[config.mk]
export PLATFORM = sky130hd
export DESIGN_NAME = uart_recv_bcode_time
export DESIGN_NICKNAME = d
export VERILOG_FILES = /design/src/rtl/bcode_time_pkg.sv /design/src/rtl/uart_rx_byte.sv /design/src/rtl/uart_recv_bcode_time.sv
export SDC_FILE = /design/constraint.sdc
export NUM_CORES = 1
export LEC_CHECK = 0
export BUFFER_PORTS_ARGS = -buffer_cell sky130_fd_sc_hd__buf_2
export CORE_MARGIN = 2
export CORE_UTILIZATION = 35
export DETAILED_ROUTE_END_ITERATION = 10
export GPL_TIMING_DRIVEN = 0
export PLACE_DENSITY = 0.63
export SLEW_MARGIN = 10
export SYNTH_ARGS = -nofsm -noshare
export SYNTH_HDL_FRONTEND = slang
export SYNTH_SLANG_ARGS = --single-unit
[constraint.sdc]
create_clock -name clk -period 3.5 [get_ports clk]
set_input_delay 0.35 -clock clk [delete_from_list [all_inputs] [get_ports clk]]
set_output_delay 0.35 -clock clk [all_outputs]
set_load 0.02 [all_outputs]
[src/rtl/bcode_time_pkg.sv]
// Shared constants, state encodings and BCD helper for the B-code time frame receiver.
package bcode_time_pkg;

  localparam logic [7:0] HDR0      = 8'hAA;
  localparam logic [7:0] HDR1      = 8'h55;
  localparam int         FRAME_LEN = 9;
  localparam int         PAY_LEN   = FRAME_LEN - 3;

  localparam logic [7:0]  SEC_MAX  = 8'h59;
  localparam logic [7:0]  MIN_MAX  = 8'h59;
  localparam logic [7:0]  HOUR_MAX = 8'h23;
  localparam logic [11:0] DAY_MIN  = 12'h001;
  localparam logic [11:0] DAY_MAX  = 12'h366;

  typedef enum logic [1:0] {R_IDLE, R_START, R_DATA, R_STOP} rx_state_t;
  typedef enum logic [1:0] {P_H0, P_H1, P_PAY, P_CHK} parse_state_t;

  function automatic logic bcd_ok(input logic [7:0] b);
    return (b[7:4] <= 4'd9) && (b[3:0] <= 4'd9);
  endfunction

endpackage

[src/rtl/uart_rx_byte.sv]
// 8N1 byte receiver: 2-FF synchroniser, mid-bit sampling, one-cycle byte_vld / byte_err.
module uart_rx_byte
  import bcode_time_pkg::*;
#(
  parameter int CLK_FREQ = 50_000_000,
  parameter int BAUD     = 115200
) (
  input  logic       clk,
  input  logic       rst,
  input  logic       rx,
  output logic       byte_vld,
  output logic       byte_err,
  output logic [7:0] data
);

  localparam int BIT_CNT = CLK_FREQ / BAUD;
  localparam int HALF    = BIT_CNT / 2;
  localparam int CW      = $clog2(BIT_CNT + 1);

  logic          rx_meta, rx_s, rx_q;
  rx_state_t     state, state_nxt;
  logic [CW-1:0] cnt;
  logic [2:0]    bit_idx;
  logic          half_done, bit_done, fall;

  assign half_done = (cnt == CW'(HALF - 1));
  assign bit_done  = (cnt == CW'(BIT_CNT - 1));
  // rx_q is a delayed copy of the synchronised line, used only for edge detection.
  assign fall      = rx_q & ~rx_s;

  always_ff @(posedge clk) begin
    // NOTE: non-blocking assignments so every flop samples the pre-edge value of its neighbour.
    if (rst) begin
      rx_meta <= 1'b1;
      rx_s    <= 1'b1;
      rx_q    <= 1'b1;
    end else begin
      rx_meta <= rx;
      rx_s    <= rx_meta;
      rx_q    <= rx_s;
    end
  end

  always_ff @(posedge clk) begin
    if (rst) state <= R_IDLE;
    else     state <= state_nxt;
  end

  always_comb begin
    // NOTE: default first so every path assigns state_nxt and no latch is inferred.
    state_nxt = state;
    unique case (state)
      R_IDLE:  if (fall) state_nxt = R_START;
      R_START: if (half_done) state_nxt = rx_s ? R_IDLE : R_DATA;
      R_DATA:  if (bit_done && bit_idx == 3'd7) state_nxt = R_STOP;
      R_STOP:  if (bit_done) state_nxt = R_IDLE;
      default: state_nxt = R_IDLE;
    endcase
  end

  always_ff @(posedge clk) begin
    if (rst) begin
      cnt     <= '0;
      bit_idx <= '0;
      data    <= '0;
    end else begin
      unique case (state)
        R_START: begin
          cnt     <= half_done ? '0 : cnt + 1'b1;
          bit_idx <= '0;
        end
        R_DATA: begin
          if (bit_done) begin
            cnt     <= '0;
            bit_idx <= bit_idx + 1'b1;
            data    <= {rx_s, data[7:1]};
          end else begin
            cnt <= cnt + 1'b1;
          end
        end
        R_STOP:  cnt <= bit_done ? '0 : cnt + 1'b1;
        default: cnt <= '0;
      endcase
    end
  end

  always_comb begin
    byte_vld = (state == R_STOP) && bit_done &&  rx_s;
    byte_err = (state == R_STOP) && bit_done && !rx_s;
  end

endmodule

[src/rtl/uart_recv_bcode_time.sv]
// B-code time frame receiver: parses AA 55 + 6 BCD payload bytes + checksum, latches validated time.
module uart_recv_bcode_time
  import bcode_time_pkg::*;
#(
  parameter int CLK_FREQ     = 50_000_000,
  parameter int BAUD         = 115200,
  parameter int TIMEOUT_BITS = 20
) (
  input  logic        clk,
  input  logic        rst,
  input  logic        rx,
  output logic        time_valid,
  output logic        frame_err,
  output logic [7:0]  sec,
  output logic [7:0]  min,
  output logic [7:0]  hour,
  output logic [11:0] day,
  output logic [7:0]  year
);

  localparam int BIT_CNT = CLK_FREQ / BAUD;
  localparam int TO_CYC  = TIMEOUT_BITS * BIT_CNT;
  localparam int TW      = $clog2(TO_CYC + 1);

  logic         byte_vld, byte_err;
  logic [7:0]   rx_data;
  parse_state_t pstate, pstate_nxt;
  logic [2:0]   idx;
  logic [7:0]   sum;
  logic [7:0]   shadow [PAY_LEN];
  logic [TW-1:0] to_cnt;
  logic         timeout, abort, chk_vld, frame_good, all_bcd;
  logic [11:0]  day_v;

  uart_rx_byte #(.CLK_FREQ(CLK_FREQ), .BAUD(BAUD)) u_rx (
    .clk      (clk),
    .rst      (rst),
    .rx       (rx),
    .byte_vld (byte_vld),
    .byte_err (byte_err),
    .data     (rx_data)
  );

  always_ff @(posedge clk) begin
    if (rst) pstate <= P_H0;
    else     pstate <= pstate_nxt;
  end

  always_comb begin
    pstate_nxt = pstate;
    if (abort) begin
      pstate_nxt = P_H0;
    end else if (byte_vld) begin
      unique case (pstate)
        P_H0:  if (rx_data == HDR0) pstate_nxt = P_H1;
        P_H1:  pstate_nxt = (rx_data == HDR1) ? P_PAY : (rx_data == HDR0) ? P_H1 : P_H0;
        P_PAY: if (idx == 3'(PAY_LEN - 1)) pstate_nxt = P_CHK;
        P_CHK: pstate_nxt = P_H0;
        default: pstate_nxt = P_H0;
      endcase
    end
  end

  // A byte arriving in the expiry cycle beats the timeout.
  always_comb begin
    timeout = (pstate != P_H0) && !byte_vld && (to_cnt == TW'(TO_CYC - 1));
    abort   = timeout || (byte_err && pstate != P_H0);
    chk_vld = (pstate == P_CHK) && byte_vld;
    day_v   = {shadow[4][3:0], shadow[3]};
    all_bcd = 1'b1;
    for (int i = 0; i < PAY_LEN; i++) all_bcd &= bcd_ok(shadow[i]);
    frame_good = (sum == rx_data) && all_bcd && (shadow[4][7:4] == 4'd0) &&
                 (shadow[0] <= SEC_MAX) && (shadow[1] <= MIN_MAX) &&
                 (shadow[2] <= HOUR_MAX) && (day_v >= DAY_MIN) && (day_v <= DAY_MAX);
  end

  always_ff @(posedge clk) begin
    if (rst || pstate == P_H0 || byte_vld) to_cnt <= '0;
    else                                   to_cnt <= to_cnt + 1'b1;
  end

  // Sum and index restart whenever the parser is hunting for a header.
  always_ff @(posedge clk) begin
    if (rst || pstate == P_H0 || pstate == P_H1) begin
      idx <= '0;
      sum <= '0;
    end else if (pstate == P_PAY && byte_vld) begin
      idx <= idx + 1'b1;
      sum <= sum + rx_data;
    end
  end

  // NOTE: shadow bytes carry no reset; they are only read after a complete frame has rewritten all six.
  always_ff @(posedge clk) begin
    if (pstate == P_PAY && byte_vld) shadow[idx] <= rx_data;
  end

  always_ff @(posedge clk) begin
    if (rst) begin
      time_valid <= 1'b0;
      frame_err  <= 1'b0;
      sec        <= '0;
      min        <= '0;
      hour       <= '0;
      day        <= '0;
      year       <= '0;
    end else begin
      time_valid <= chk_vld && frame_good;
      frame_err  <= abort || (chk_vld && !frame_good);
      if (chk_vld && frame_good) begin
        sec  <= shadow[0];
        min  <= shadow[1];
        hour <= shadow[2];
        day  <= day_v;
        year <= shadow[5];
      end
    end
  end

endmodule
# [After elaboration in Yosys (flattened, before gate mapping)]
# Memories as Yosys holds them, arrays and structs flattened.
# Index checks and enable logic that the tools add are counted.
[op_classes] n_reduce_logical=43 magnitude_cmp=17 bitwise=7 mux=18 add_sub_neg=5 n_eq_ne=21
[op_table] operator="less-or-equal comparator 4 bit (second input constant)" n=12
[op_table] operator="logical AND 1 bit" n=24
[op_table] operator="2-to-1 mux 9 bit" n=2
[op_table] operator="case mux 9 bit (2 select lines)" n=1
[op_table] operator="less-or-equal comparator 8 x 7 -> 1 bit (second input constant)" n=2
[op_table] operator="2-to-1 mux 2 bit" n=8
[op_table] operator="case mux 2 bit (4 select lines)" n=2
[op_table] operator="adder 14 x 1 -> 14 bit (second input constant)" n=1
[op_table] operator="equality test 14 bit (second input constant)" n=1
[op_table] operator="greater-or-equal comparator 12 x 1 -> 1 bit (second input constant)" n=1
[op_table] operator="less-or-equal comparator 12 x 10 -> 1 bit (second input constant)" n=1
[op_table] operator="!= test 2 x 1 -> 1 bit (second input constant)" n=5
[op_table] operator="adder 9 x 1 -> 9 bit (second input constant)" n=1
[op_table] operator="equality test 9 x 8 -> 1 bit (second input constant)" n=1
[op_table] operator="equality test 9 bit (second input constant)" n=1
[op_table] operator="adder 8 bit" n=1
[op_table] operator="equality test 2 bit (second input constant)" n=4
[op_table] operator="equality test 8 x 7 -> 1 bit (second input constant)" n=1
[op_table] operator="equality test 8 bit" n=1
[op_table] operator="equality test 8 bit (second input constant)" n=1
[op_table] operator="less-or-equal comparator 8 x 6 -> 1 bit (second input constant)" n=1
[op_table] operator="adder 3 x 1 -> 3 bit (second input constant)" n=2
[op_table] operator="AND 1 bit" n=6
[op_table] operator="equality test 3 bit (second input constant)" n=2
[op_table] operator="other kinds (15)" n=29
[word_totals] output_inout_bits=46 regBits=98 mem_bits_rw=48 in_bits=3 mem_count=1 elab_cells=130
[memory_table] memory="shadow" words=6 word_bits=8 read_ports=6 rd_clocked_by_memory_dff=0 write_ports=1 line_no="uart_recv_bcode_time.sv:30" rtl="logic [7:0] shadow [PAY_LEN];"

# [Depth between registers and ports, before layout]
[logic_depth] ltp_word=17 depth_mapped=10 depth_no_buf=8

# [Hierarchy]
# Synthesis repeated with hierarchy kept, for this count alone.
[hier_totals] cells_unflattened=610 area_unflattened_um2=6261.0
[by_module_without_submodules] mod="uart_recv_bcode_time" cells_per_inst=476 seq_area_each_um2=2902.8 area_each_um2=5041.1 n_inst=1
[by_module_without_submodules] mod="uart_rx_byte" cells_per_inst=134 seq_area_each_um2=500.5 area_each_um2=1219.9 n_inst=1

# [Worst setup path after synthesis]
# OpenSTA, ideal clock, no wires.
[synth_timing] path_kind="register to register" startpoint="register u_rx.cnt[0]" endpoint="memory shadow[0][0], enable pin" arrival_ps=2070 period_less_slack_ps=2464 required_time_ps=3105 path_stages_with_launch=6 path_slack_ps=1036 setup_time_ps=395 n_path_buf=0 cell_sequence="dfxtp_1 > ha_1 > nand4bb_4 > nor3_4 > nand2_1 > nor4_1"
[synth_between] elab_chain_len=6
[synth_rtl] item="start, declared" line_no="uart_rx_byte.sv:22" rtl="logic [CW-1:0] cnt;"
[synth_rtl] item="start signal, assigned" line_no="uart_rx_byte.sv:69" rtl="cnt <= half_done ? '0 : cnt + 1'b1;"
[synth_rtl] item="start signal, assigned" line_no="uart_rx_byte.sv:78" rtl="cnt <= cnt + 1'b1;"
[synth_rtl] item="start signal, assigned" line_no="uart_rx_byte.sv:81" rtl="R_STOP: cnt <= bit_done ? '0 : cnt + 1'b1;"
[synth_rtl] item="equality test 9 bit" line_no="uart_rx_byte.sv:27" rtl="assign bit_done = (cnt == CW'(BIT_CNT - 1));"
[synth_rtl] item="logical AND 1 bit (2 in a row)" line_no="uart_rx_byte.sv:88" rtl="byte_vld = (state == R_STOP) && bit_done && rx_s;"
[synth_rtl] item="logical AND 1 bit" line_no="uart_recv_bcode_time.sv:95" rtl="if (pstate == P_PAY && byte_vld) shadow[idx] <= rx_data;"
[synth_rtl] item="2-to-1 mux 1 bit" line_no="uart_recv_bcode_time.sv:95"
[synth_rtl] item="2-to-1 mux 1 bit (not written as such)" line_no="uart_recv_bcode_time.sv:95"
[synth_rtl] item="end, declared" line_no="uart_recv_bcode_time.sv:30"
# Every way passes these cells.

# [Final worst setup path]
[layout_timing] startpoint="register u_rx.data[3]" endpoint="register sec[6], read port of shadow"
[layout_between] elab_chain_len=9
[layout_rtl] item="start, declared" line_no="uart_rx_byte.sv:13" rtl="output logic [7:0] data"
[layout_rtl] item="start signal, assigned" line_no="uart_rx_byte.sv:76" rtl="data <= {rx_s, data[7:1]};"
[layout_rtl] item="equality test 8 bit" line_no="uart_recv_bcode_time.sv:72" rtl="frame_good = (sum == rx_data) && all_bcd && (shadow[4][7:4] == 4'd0) &&"
[layout_rtl] item="logical AND 1 bit (3 in a row)" line_no="uart_recv_bcode_time.sv:72"
[layout_rtl] item="logical AND 1 bit (2 in a row)" line_no="uart_recv_bcode_time.sv:73" rtl="(shadow[0] <= SEC_MAX) && (shadow[1] <= MIN_MAX) &&"
[layout_rtl] item="logical AND 1 bit (2 in a row)" line_no="uart_recv_bcode_time.sv:74" rtl="(shadow[2] <= HOUR_MAX) && (day_v >= DAY_MIN) && (day_v <= DAY_MAX);"
[layout_rtl] item="logical AND 1 bit" line_no="uart_recv_bcode_time.sv:110" rtl="if (chk_vld && frame_good) begin"
[layout_rtl] item="end, declared" line_no="uart_recv_bcode_time.sv:14" rtl="output logic [7:0] sec,"
# Every way passes these cells.
# A chain may end at the register's enable or synchronous reset.

==> summary.txt <==
Outcome
  • Status: completed

Setup path
  • CP max FO: 11
  • Crit-path max cell delay: 0.66 ns
  • Worst-path cell chain: ha_1 -> nor4_1 -> nand4_1 -> nor3_1 -> and4_1 -> buf_2 -> buf_6 -> buf_8 -> mux2i_1
  • Worst Path Required: roughly 3.8 ns
  • Crit. End Element: flip-flop
  • Critical path type: reg -> reg
  • CP Buf/Inv Count: 3
  • Worst r2r src: u_rx.data[3]
  • R2R setup slack: 0.52 ns
  • Critical Path Source Type: flip-flop
  • Reg-to-Reg End: sec[6]
  • R2R depth: 9
  • CP max stage cell: dfxtp_1
  • Crit path max-delay family: simple AND/OR/NAND/NOR gates
  • Worst path arrival time: 3.33 ns

Job
  • Maximum Capacitance Violations: 0

Die
  • Die Ht: around 140 um
  • Die W: 136 um
  • Initial Util: 0.356
  • Row count: 48
  • Placeable Area: 17200 um2
  • Top-level I/O count: 49
  • Die area: 18500 um2

STA
  • Setup-failing EPs final: 0
  • Fin. max-slew vios: 0
  • Fin Clk Skew: around 0.0082 ns
  • RSZ-0062 raised after global routing: false
  • Slew Limit Headroom: 0.401
  • Setup TNS: 0 ns
  • Final worst-path cycle share: 0.852
  • Final Hold Fails: 0
  • Hold slack: 0.111 ns
  • Min Tclk post-route: 2.98 ns
  • Fmax achieved: 335 MHz
  • Slew of the pin with the lowest slew margin: a little under 0.9 ns
  • Final worst slack: 0.518 ns

Min path
  • Hold_sp: rx
  • Hold EP: u_rx.rx_meta
  • Worst Hold Depth: 2
  • Hold Path Class: in -> reg

Clock network
  • Cts hold-fix bufs: 0
  • Clock root cell: clkbuf_16
  • H-tree Lvls: 4
  • Clock buffer depth: 2
  • Clk slew on worst S/H paths: 0.06 ns
  • Latest clock arrival within the worst-skew pair: 0.42 ns
  • Clock sink count: 146
  • CTS buffer count: 17
  • CTS resizes: 0
  • Setup bufs post-CTS: 0
  • CTS tree: yes

Cells and area
  • FILL cells: 1667
  • Final cell count without fillers: 895
  • Leading cell type in the layout, fill and taps excluded: nand2_1
  • Layout cells sized above 1: 0.146
  • Number of nets in the layout: 676
  • Ant diodes: 0
  • Area growth from synthesis to layout: 18.1%
  • Most frequent cells in the layout: nand2_1, dfxtp_1, buf_2

Global routing
  • Gr usage total: 0.148
  • Largest net degree at the start of global routing: 17
  • Remaining global-route overflow: 0
  • First-pass GRT wire length: ~21000 um
  • Vias in the first global route: 4360
  • Initial antenna violation count: 0

Synthesis
  • Top post-synthesis cells by area: dfxtp_1, edfxtp_1, mux2i_1, nand2_1, ha_1
  • Yosys top cell by area: dfxtp_1
  • Mapped Cells: slightly below 600
  • Syn_nets: 608
  • Yosys warning total: 0
  • Yosys reg bits: 146
  • Unique masters post-synth: 57
  • Share of the synthesized area in the top cell type: 0.321
  • Mapped cell area: 6110 um2
  • Ys flop type: dfxtp_1
  • Post-synth EDFFs: 48
  • Sequential area share after synthesis: 0.557
  • Async S/R FF share, synth: 0
  • Mapped Avg Cell Area: 10.4 um2

Placed design
  • PortBufs: 48
  • Hpwl dp: 9250 um
  • Placed Cells: 863
  • Dpl ws: 0.498 ns
  • Placer Congestion: roughly 0.85

Drt
  • Drt first pass iters: 6
  • Detail Route Antenna Nets: 0
  • Final WL: 13100 um
  • 1st-iter DRT viols: 303
  • Wirelength per Cell: 14.6 um
  • Drt drc: 0
  • Via density per instance: between 5 and 6
  • DR vias: roughly 4500

Power
  • Max VDD drop: between 300 and 400 uV
  • Lkg Pwr: 2.70 nW
  • Pwr per Cell Area: 484 nW/um2
  • Post-layout power: 3.49 mW
layer usage:
metal | up-vias | share of wire | global-route usage
met3 | 34 | 0.048 | 0.0455
met4 | 0 | 0.039 | 0.0787
met5 | - | 0 | 0
met1 | 2123 | 0.45 | 0.172
met2 | 109 | 0.47 | 0.245
li1 | 2226 | - | -
worst max path at each step:
stage	from	to	cells after the start
after global placement	u_rx.cnt[0]	shadow[4][0]	5
after detailed placement	u_rx.cnt[0]	shadow[5][3]	6
final	u_rx.data[3]	sec[6]	9
after global routing	u_rx.cnt[0]	shadow[1][1]	6
after floorplan	u_rx.cnt[0]	shadow[0][0]	5
after CTS	u_rx.cnt[0]	shadow[5][7]	6
cell type report:
cell class              count  area [um2]  area share
inverters                  14        52.6     0.00728
flip-flops and latches    146        3400       0.472
repair buffers             49         245      0.0340
plain buffers              24         128      0.0177
multi-input cells         405        2540       0.353
well taps                 225         282      0.0390
clock inverters            12        93.8      0.0130
clock buffers              20         468      0.0648
flip-flops by register name, summed over array words and instances (netlist names), 3 cells and up, named ones only:
| register | cells |
|---|---|
| min | 8 |
| hour | 8 |
| idx | 3 |
| day | 12 |
| u_rx.bit_idx | 3 |
| shadow | 48 |
| u_rx.data | 8 |
| sec | 8 |
| year | 8 |
| u_rx.cnt | 9 |
| sum | 8 |
| to_cnt | 14 |
per-stage QoR:
stage           util  cell area [um2]
2_1_floorplan      -             6110
3_3_place_gp   0.386             6630
3_5_place_dp   0.387             6660
4_1_cts        0.420             7220
5_1_grt        0.420             7220
6_report       0.420             7220
worst reg2reg max path, cell delays in order (launching register included):
cell,delay [ns]
dfxtp_1,0.66
ha_1,0.39
nor4_1,0.44
nand4_1,0.22
nor3_1,0.26
and4_1,0.22
buf_2,0.13
buf_6,0.18
buf_8,0.18
mux2i_1,0.22
cells by family after synthesis:
family	after synthesis	share of synthesized area
xor+xnor	23	0.0330
fa+ha+maj	16	0.0340
mux	44	0.0721
flops	146	0.557
simple gates	252	0.203
buf+inv	38	0.0295
compound gates	70	0.0713
report_power, final:
part,switching [mW],internal [mW]
sequential,0.00199,1.74
clock,0.730,0.979
combinational,0.0307,0.0113
synthesized netlist by cell type (11+ instances only):
cell	count
nand2_1	115
dfxtp_1	98
edfxtp_1	48
mux2i_1	44
nor2_1	41
o21ai_0	24
a21oi_1	19
nand3_1	18
clkbuf_1	17
ha_1	15
inv_1	14
and3_1	12
xor2_1	12
xnor2_1	11
(Power assumes the default switching activity.)
